===== config.mk =====
export PLATFORM = sky130hd
export DESIGN_NAME = font_ram_writer_flat
export DESIGN_NICKNAME = d
export VERILOG_FILES = /design/src/rtl/font_ram_writer_if.sv /design/src/rtl/font_ram_writer.sv /design/src/flat_wrapper.sv
export SDC_FILE = /design/constraint.sdc
export NUM_CORES = 1
export LEC_CHECK = 0
export BUFFER_PORTS_ARGS = -buffer_cell sky130_fd_sc_hd__buf_2
export CORE_ASPECT_RATIO = 0.75
export CORE_MARGIN = 5
export CORE_UTILIZATION = 51
export DETAILED_ROUTE_END_ITERATION = 8
export GPL_TIMING_DRIVEN = 0
export MAX_ROUTING_LAYER = met4
export PLACE_DENSITY = 0.77
export SLEW_MARGIN = 20
export SYNTH_ARGS = -nofsm -noshare
export SYNTH_HDL_FRONTEND = slang
export SYNTH_SLANG_ARGS = --single-unit

===== constraint.sdc =====
create_clock -name clk -period 1.3 [get_ports clk]
set_input_delay 0 -clock clk [delete_from_list [all_inputs] [get_ports clk]]
set_output_delay 0 -clock clk [all_outputs]
set_load 0.005 [all_outputs]

===== src/rtl/font_ram_writer_if.sv =====
// Byte-stream and font-RAM write-port bundle for font_ram_writer.
// slave  : the writer itself (consumes the stream, drives the RAM write port).
// master : the surroundings (UART byte source and the font RAM write port).
interface font_ram_writer_if;

  localparam int unsigned DATA_W = 8;
  localparam int unsigned ADDR_W = 12;

  logic [DATA_W-1:0] in_data;
  logic              in_valid;
  logic              in_ready;
  logic [ADDR_W-1:0] wr_addr;
  logic [DATA_W-1:0] wr_data;
  logic              wr_en;

  modport master (
    output in_data,
    output in_valid,
    input  in_ready,
    input  wr_addr,
    input  wr_data,
    input  wr_en
  );

  modport slave (
    input  in_data,
    input  in_valid,
    output in_ready,
    output wr_addr,
    output wr_data,
    output wr_en
  );

endinterface


===== src/rtl/font_ram_writer.sv =====
// font_ram_writer: loads glyph bitmaps into the 4K x 8 font RAM from a byte
// stream. Stream format: one code byte, then 16 row bytes (top row first);
// row r of code c is written at address {c, r}.
// Optional macro FONT_WRITER_TIMEOUT_EN: abandon a partial glyph after
// TIMEOUT_CYCLES idle cycles and pulse 'aborted'. Without it 'aborted' is 0.
module font_ram_writer #(
  parameter logic [23:0] TIMEOUT_CYCLES = 24'd1_000_000
) (
  input  logic             clk,
  input  logic             reset,
  font_ram_writer_if.slave bus,
  output logic             busy,
  output logic             done,
  output logic             aborted
);

  localparam int unsigned DATA_W = 8;
  localparam int unsigned ROW_W  = 4;
  localparam int unsigned ADDR_W = DATA_W + ROW_W;
  localparam int unsigned IDLE_W = 24;

  typedef enum logic [1:0] {
    S_IDLE = 2'd0,
    S_ROWS = 2'd1,
    S_DONE = 2'd2
  } state_e;

  state_e              state_q, state_d;
  logic [DATA_W-1:0]   code_q, code_d;
  logic [ROW_W-1:0]    row_q, row_d;
  logic                wr_en_q, wr_en_d;
  logic [ADDR_W-1:0]   wr_addr_q, wr_addr_d;
  logic [DATA_W-1:0]   wr_data_q, wr_data_d;
  logic                busy_q, busy_d;
  logic                done_q, done_d;
  logic                aborted_q, aborted_d;

  logic                in_ready_c;
  logic                xfer_c;
  logic                timeout_hit_c;

  // Ready is decoded from state only; held low while reset is asserted.
  assign in_ready_c = !reset && (state_q != S_DONE);
  assign xfer_c     = bus.in_valid && in_ready_c;

`ifdef FONT_WRITER_TIMEOUT_EN
  logic [IDLE_W-1:0] idle_q, idle_d;

  // Idle counter: counts ROWS cycles without a transfer, zero elsewhere.
  always_comb begin
    idle_d = idle_q;
    if (xfer_c || (state_q != S_ROWS)) begin
      idle_d = '0;
    end else begin
      idle_d = idle_q + IDLE_W'(1);
    end
  end

  // Idle counter register.
  always_ff @(posedge clk) begin
    if (reset) begin
      idle_q <= '0;
    end else begin
      idle_q <= idle_d;
    end
  end

  // Terminal count with no transfer this cycle; a coinciding transfer wins.
  assign timeout_hit_c = (state_q == S_ROWS) && !xfer_c &&
                         (idle_q == (TIMEOUT_CYCLES - IDLE_W'(1)));
`else
  logic unused_timeout;
  assign unused_timeout = ^TIMEOUT_CYCLES;
  assign timeout_hit_c  = 1'b0;
`endif

  // State and output registers.
  always_ff @(posedge clk) begin
    if (reset) begin
      state_q   <= S_IDLE;
      code_q    <= '0;
      row_q     <= '0;
      wr_en_q   <= 1'b0;
      wr_addr_q <= '0;
      wr_data_q <= '0;
      busy_q    <= 1'b0;
      done_q    <= 1'b0;
      aborted_q <= 1'b0;
    end else begin
      state_q   <= state_d;
      code_q    <= code_d;
      row_q     <= row_d;
      wr_en_q   <= wr_en_d;
      wr_addr_q <= wr_addr_d;
      wr_data_q <= wr_data_d;
      busy_q    <= busy_d;
      done_q    <= done_d;
      aborted_q <= aborted_d;
    end
  end

  // Next-state logic.
  always_comb begin
    state_d = state_q;
    unique case (state_q)
      S_IDLE: begin
        if (xfer_c) begin
          state_d = S_ROWS;
        end
      end
      S_ROWS: begin
        if (xfer_c && (row_q == ROW_W'(15))) begin
          state_d = S_DONE;
        end else if (timeout_hit_c) begin
          state_d = S_IDLE;
        end
      end
      S_DONE: begin
        state_d = S_IDLE;
      end
      default: begin
        state_d = S_IDLE;
      end
    endcase
  end

  // Datapath and registered-output next values.
  always_comb begin
    code_d    = code_q;
    row_d     = row_q;
    wr_en_d   = 1'b0;
    wr_addr_d = wr_addr_q;
    wr_data_d = wr_data_q;
    unique case (state_q)
      S_IDLE: begin
        if (xfer_c) begin
          code_d = bus.in_data;
          row_d  = '0;
        end
      end
      S_ROWS: begin
        if (xfer_c) begin
          wr_en_d   = 1'b1;
          wr_addr_d = {code_q, row_q};
          wr_data_d = bus.in_data;
          // Row 15 leaves for DONE, so the counter never wraps.
          if (row_q != ROW_W'(15)) begin
            row_d = row_q + ROW_W'(1);
          end
        end
      end
      default: begin
      end
    endcase
    busy_d    = (state_d == S_ROWS);
    done_d    = (state_d == S_DONE);
    aborted_d = timeout_hit_c;
  end

  // Strobes are masked during reset so a byte accepted just before reset
  // never reaches the RAM in the reset cycle.
  assign bus.in_ready = in_ready_c;
  assign bus.wr_en    = wr_en_q && !reset;
  assign bus.wr_addr  = wr_addr_q;
  assign bus.wr_data  = wr_data_q;
  assign busy         = busy_q && !reset;
  assign done         = done_q && !reset;
  assign aborted      = aborted_q && !reset;

endmodule


===== src/flat_wrapper.sv =====
// flat-port wrapper written by rule: the top's interface ports become plain ports
module font_ram_writer_flat 
#(
  parameter logic [23:0] TIMEOUT_CYCLES = 24'd1_000_000
)
  (clk, reset, busy, done, aborted, bus_in_data, bus_in_valid, bus_in_ready, bus_wr_addr, bus_wr_data, bus_wr_en);
  font_ram_writer_if bus_i ();
  input  logic clk;
  input  logic reset;
  output logic busy;
  output logic done;
  output logic aborted;
  input wire logic [$bits(bus_i.in_data)-1:0] bus_in_data;
  input wire logic [$bits(bus_i.in_valid)-1:0] bus_in_valid;
  output wire logic [$bits(bus_i.in_ready)-1:0] bus_in_ready;
  output wire logic [$bits(bus_i.wr_addr)-1:0] bus_wr_addr;
  output wire logic [$bits(bus_i.wr_data)-1:0] bus_wr_data;
  output wire logic [$bits(bus_i.wr_en)-1:0] bus_wr_en;
  assign bus_i.in_data = bus_in_data;
  assign bus_i.in_valid = bus_in_valid;
  assign bus_in_ready = bus_i.in_ready;
  assign bus_wr_addr = bus_i.wr_addr;
  assign bus_wr_data = bus_i.wr_data;
  assign bus_wr_en = bus_i.wr_en;
  font_ram_writer #(.TIMEOUT_CYCLES(TIMEOUT_CYCLES)) u_core (.clk(clk), .reset(reset), .bus(bus_i), .busy(busy), .done(done), .aborted(aborted));
endmodule

; ---- Yosys cells after proc, flatten, opt, wreduce, memory -nomap -nowiden
; Index checks and enable logic that the tools add are counted.
[word_totals]
output_inout_bits = 25
inputBits = 11
ff_bits = 37
word_cells = 40
[op_classes]
n_eq_ne = 9
bitwise = 1
n_mux = 8
n_addsub = 1
reduce_logical = 13
[op_table]
columns = cell, n
row1 = $mux 4, 3
row2 = $pmux 4 s2, 1
row3 = $logic_and 1x1->1, 6
row4 = $ne 2x1->1 const B, 3
row5 = $add 4x1->4 const B, 1
row6 = $eq 2x1->1 const B, 2
row7 = $eq 4x4->1 const B, 1
row8 = $mux 2, 2
row9 = $ne 4x4->1 const B, 1
row10 = $pmux 2 s2, 1
row11 = $reduce_and 2->1, 2
row12 = $reduce_and 4->1, 1
row13 = $eq 2x2->1 const B, 1
row14 = $logic_not 2->1, 1
row15 = $ne 2x2->1 const B, 1
row16 = $reduce_bool 2->1, 1
row17 = $reduce_or 2->1, 1
row18 = $logic_not 1->1, 1
row19 = $mux 1, 1
row20 = $not 1->1, 1

; ---- Longest topological paths before layout
[depth]
depth_word = 7
depth_mapped = 5
depth_no_buf = 4

; ---- Worst setup path before layout
; No wires, ideal clock.
[synth_path]
kind = reg2reg
startpoint = register u_core.state_q[0]
endpoint = register u_core.code_q[6]
required_time_ps = 1179
slack_ps = 162
stages_incl_launch_ff = 5
setup_time_ps = 121
arrival_time_ps = 1017
n_path_buf = 2
cell_sequence = dfxtp_1 -> buf_6 -> nor4b_4 -> buf_6 -> o21ai_0
[synth_between]
elab_chain_cells = 4
elab_cells_between_ends = 5
cone_classes = 1 x eq/ne / 4 x reduce/logical
[synth_lines]
columns = element, line
row1 = start: declaration, font_ram_writer.sv:28  ; state_e state_q, state_d;
row2 = start signal: assignment, font_ram_writer.sv:90  ; state_q <= state_d;
row3 = $ne 2x2->1, font_ram_writer.sv:43  ; assign in_ready_c = !reset && (state_q != S_DONE);
row4 = $logic_and 1x1->1, font_ram_writer.sv:43
row5 = $logic_and 1x1->1, font_ram_writer.sv:44  ; assign xfer_c = bus.in_valid && in_ready_c;
row6 = $reduce_and 2->1 (no line) *, n/a
row7 = end signal: assignment, font_ram_writer.sv:91  ; code_q <= code_d;
row8 = end: declaration, font_ram_writer.sv:29  ; logic [DATA_W-1:0] code_q, code_d;
; Mark *: on every way between the ends. The rest lies on a longest branch, timed or not.
; A chain may end at the register's enable or synchronous reset.

; ---- Final worst setup path
[layout_path]
startpoint = register u_core.state_q[0]
endpoint = register u_core.code_q[7]
; The elaborated chain is that of the path after synthesis.

==> summary.md <==
| Metric | Value |
|---|---|
| Root buf cell | `clkbuf_8` |
| Starting density of the core | `54.6%` |
| Max-slew violation count | `0` |
| PortBufs | `34` |
| Final wirelength | `3250 µm` |
| Dpl ws | `0.0158 ns` |
| Worst r2r dst | `u_core.code_q[7]$_SDFFE_PP0P_` |
| Area of the mapped netlist | `1450 µm²` |
| Syn Area/Cell | `8.75 µm²` |
| Period minus WS final | `1.25 ns` |
| Wire length per cell | `12.7 µm` |
| Unique masters post-synth | `26` |
| DRT antenna net count | `0` |
| Met1 usage | `23.7%` |
| Fin Setup TNS | `0 ns` |
| Post-synth EDFFs | `0` |
| Aggregate global routing overflow | `0` |
| H-tree depth | `2` |
| Clock Pin Slew Worst Setup and Hold Paths | `0.07 ns` |
| Via-per-instance ratio | `4.96` |
| Hold Fails Final Rpt | `0` |
| Asr flop ratio synth | `0%` |
| Crit path launch | `u_core.state_q[0]$_SDFF_PP0_` |
| Worst-Skew Late Latency | `0.28 ns` |
| Top Usage Layer GRT | `met2` |
| CP Class | `register to register` |
| I/O pin count | `36` |
| Most common cell in the netlist | `dfxtp_1` |
| GR Util met2 | `25.5%` |
| Final period util | `95.9%` |
| Area growth syn-to-layout | `30.8%` |
| Clock Sinks | `37` |
| Seq cells post-synth | `37` |
| Final HPWL DP | `2250 µm` |
| Post-synth top area share | `51.0%` |
| Hold Path Class | `input port to register` |
| Pin count of the biggest net entering global routing | `14` |
| Worst reg2reg path depth | `5` |
| Core box area | `2660 µm²` |
| Register area share after synthesis | `51.0%` |
| GRT Util Overall | `17.4%` |
| Die height | `56.2 µm` |
| Yosys top cell by area | `dfxtp_1` |
| CP required | `1.47 ns` |
| Data arrival, critical path | `1.42 ns` |
| Chip Width | `71.6 µm` |
| Worst IR Drop VDD | `832 µV` |
| Maxcap violations | `0` |
| Worst Setup End Kind | `register` |
| Final Util | `71.4%` |
| Met3 Track Usage GR | `4.87%` |
| Routability Congestion | `0.758` |
| WHS Path Cells | `3` |
| Via count | `1269` |
| Final WS setup | `0.0537 ns` |
| Worst setup SP type | `register` |
| Initial antenna violation count | `0` |
| Setup crit end | `u_core.code_q[7]$_SDFFE_PP0P_` |
| Final setup fails | `0` |
| CTS Buf Count | `5` |
| Syn Nets | `178` |
| Main synth FF type | `dfxtp_1` |
| Worst-path fanout max | `9` |
| Antenna Cells | `0` |
| DR pass1 iterations | `4` |
| R2R Path Start | `u_core.state_q[0]$_SDFF_PP0_` |
| Ratio of cells with drive above 1 in the final layout | `25.5%` |
| Run status | `complete, no violations` |
| Fmax | `802 MHz` |
| Die area | `4030 µm²` |
| Leak | `0.796 nW` |
| Ranking of synthesized cells by area | `dfxtp_1 51%, nand2b_1 12%, o21ai_0 9.3%, nand2_1 7.8%, a21oi_1 1.7%` |
| Vias in the first global route | `1232` |
| TritonCTS clock tree | `built` |
| Pwr per Cell Area | `1250 nW/µm²` |
| Yosys warnings | `0` |
| Setup Skew | `0.00313 ns` |
| First-iteration detailed-routing DRC count | `123` |
| First-pass GRT wire length | `5530 µm` |
| Total power | `2.38 mW` |
| Mapped Cells | `166` |
| Final #Nets | `231` |
| R2R setup slack | `0.05 ns` |
| DRC | `0` |
| Row count | `16` |
| Maximum clock path buffer count | `2` |
| Commonest cells in the netlist | `37 x dfxtp_1, 30 x nand2_1, 29 x nand2b_1` |
logic make-up after synthesis:
family          synth area share, %
compound gates                 14.0
other cells                   0.258
buf+inv                        4.74
fa+ha+maj                     0.861
simple gates                   29.1
flops                          51.0
worst min path at each step:
stage	from	slack [ns]	endpoint
finish	bus_in_valid	0.07	u_core.busy_q$_SDFF_PP0_
global route	bus_in_valid	0.1	u_core.busy_q$_SDFF_PP0_
CTS	bus_in_valid	0.07	u_core.busy_q$_SDFF_PP0_
detailed placement	bus_in_data[1]	0.22	u_core.bus.wr_data[1]$_SDFFE_PP0P_
global placement	bus_in_data[2]	0.21	u_core.bus.wr_data[2]$_SDFFE_PP0P_
floorplan	bus_in_data[0]	0.11	u_core.bus.wr_data[0]$_SDFFE_PP0P_
timing repair:
action                                  in CTS  in global routing
resized for setup                            0                  4
hold buffers                                 8                  0
pin swaps                                    1                  1
endpoints found under the hold margin       16                  0
setup buffers                                0                  3
gates cloned                                 0                  1
endpoints found under the setup margin       2                 11
final cells by class:
type | instances | area, µm²
Fill cell | 217 | 762
Sequential cell | 37 | 741
Multi-Input combinational cell | 117 | 648
Timing Repair Buffer | 46 | 278
Buffer | 11 | 70.1
Clock buffer | 5 | 68.8
Clock inverter | 3 | 46.3
Tap cell | 36 | 45.0
Inverter | 1 | 3.75
worst max-delay path: stages (launching register included):
cell and delay (ns):
dfxtp_1 0.31, buf_6 0.13, nor4b_4 0.25, buf_4 0.19, buf_2 0.16, o21ai_0 0.09
where the power goes:
| group | internal (mW) | switching [mW] |
|---|---|---|
| clock | 0.574 | 0.412 |
| combinational | 0.103 | 0.0977 |
| sequential | 1.17 | 0.0213 |
placed cells by master (no fill, tap or decap), types with 2 or more instances in the layout:
cell type	count
nor2_1	2
a211oi_1	2
clkbuf_8	5
nor2b_1	4
nand2_1	30
buf_4	4
a21oi_1	5
buf_2	37
o21ai_0	27
buf_6	2
dlygate4sd3_1	8
nor4_1	4
nand2b_1	29
dfxtp_1	37
clkbuf_4	2
clkbuf_1	4
o21ai_1	4
state kept, by name, indices dropped and copies added (netlist names):
| name | flops |
|---|---|
| u_core.bus.wr_addr | 12 |
| u_core.bus.wr_data | 8 |
| u_core.code_q | 8 |
| u_core.row_q | 4 |
| u_core.state_q | 2 |
| u_core.busy_q | 1 |
| u_core.done_q | 1 |
| u_core.wr_en_q | 1 |
per-stage QoR:
step / instance area (µm²) / instances / hold slack [ns]
CTS: 1860 / 252 / 0.0731
global placement: 1670 / 236 / 0.212
global route: 1900 / 256 / 0.0996
finish: 1900 / 256 / 0.0743
floorplan: 1450 / 166 / 0.109
detailed placement: 1670 / 236 / 0.219
layer usage:
layer / wire length (µm) / part of all wire, % / vias up
li1: - / - / 659
met2: 1460 / 45 / 29
met3: 161 / 5.0 / 4
met4: 26 / 0.80 / 0
met5: 0 / 0 / -
met1: 1600 / 49 / 577
(Power assumes the default switching activity.)
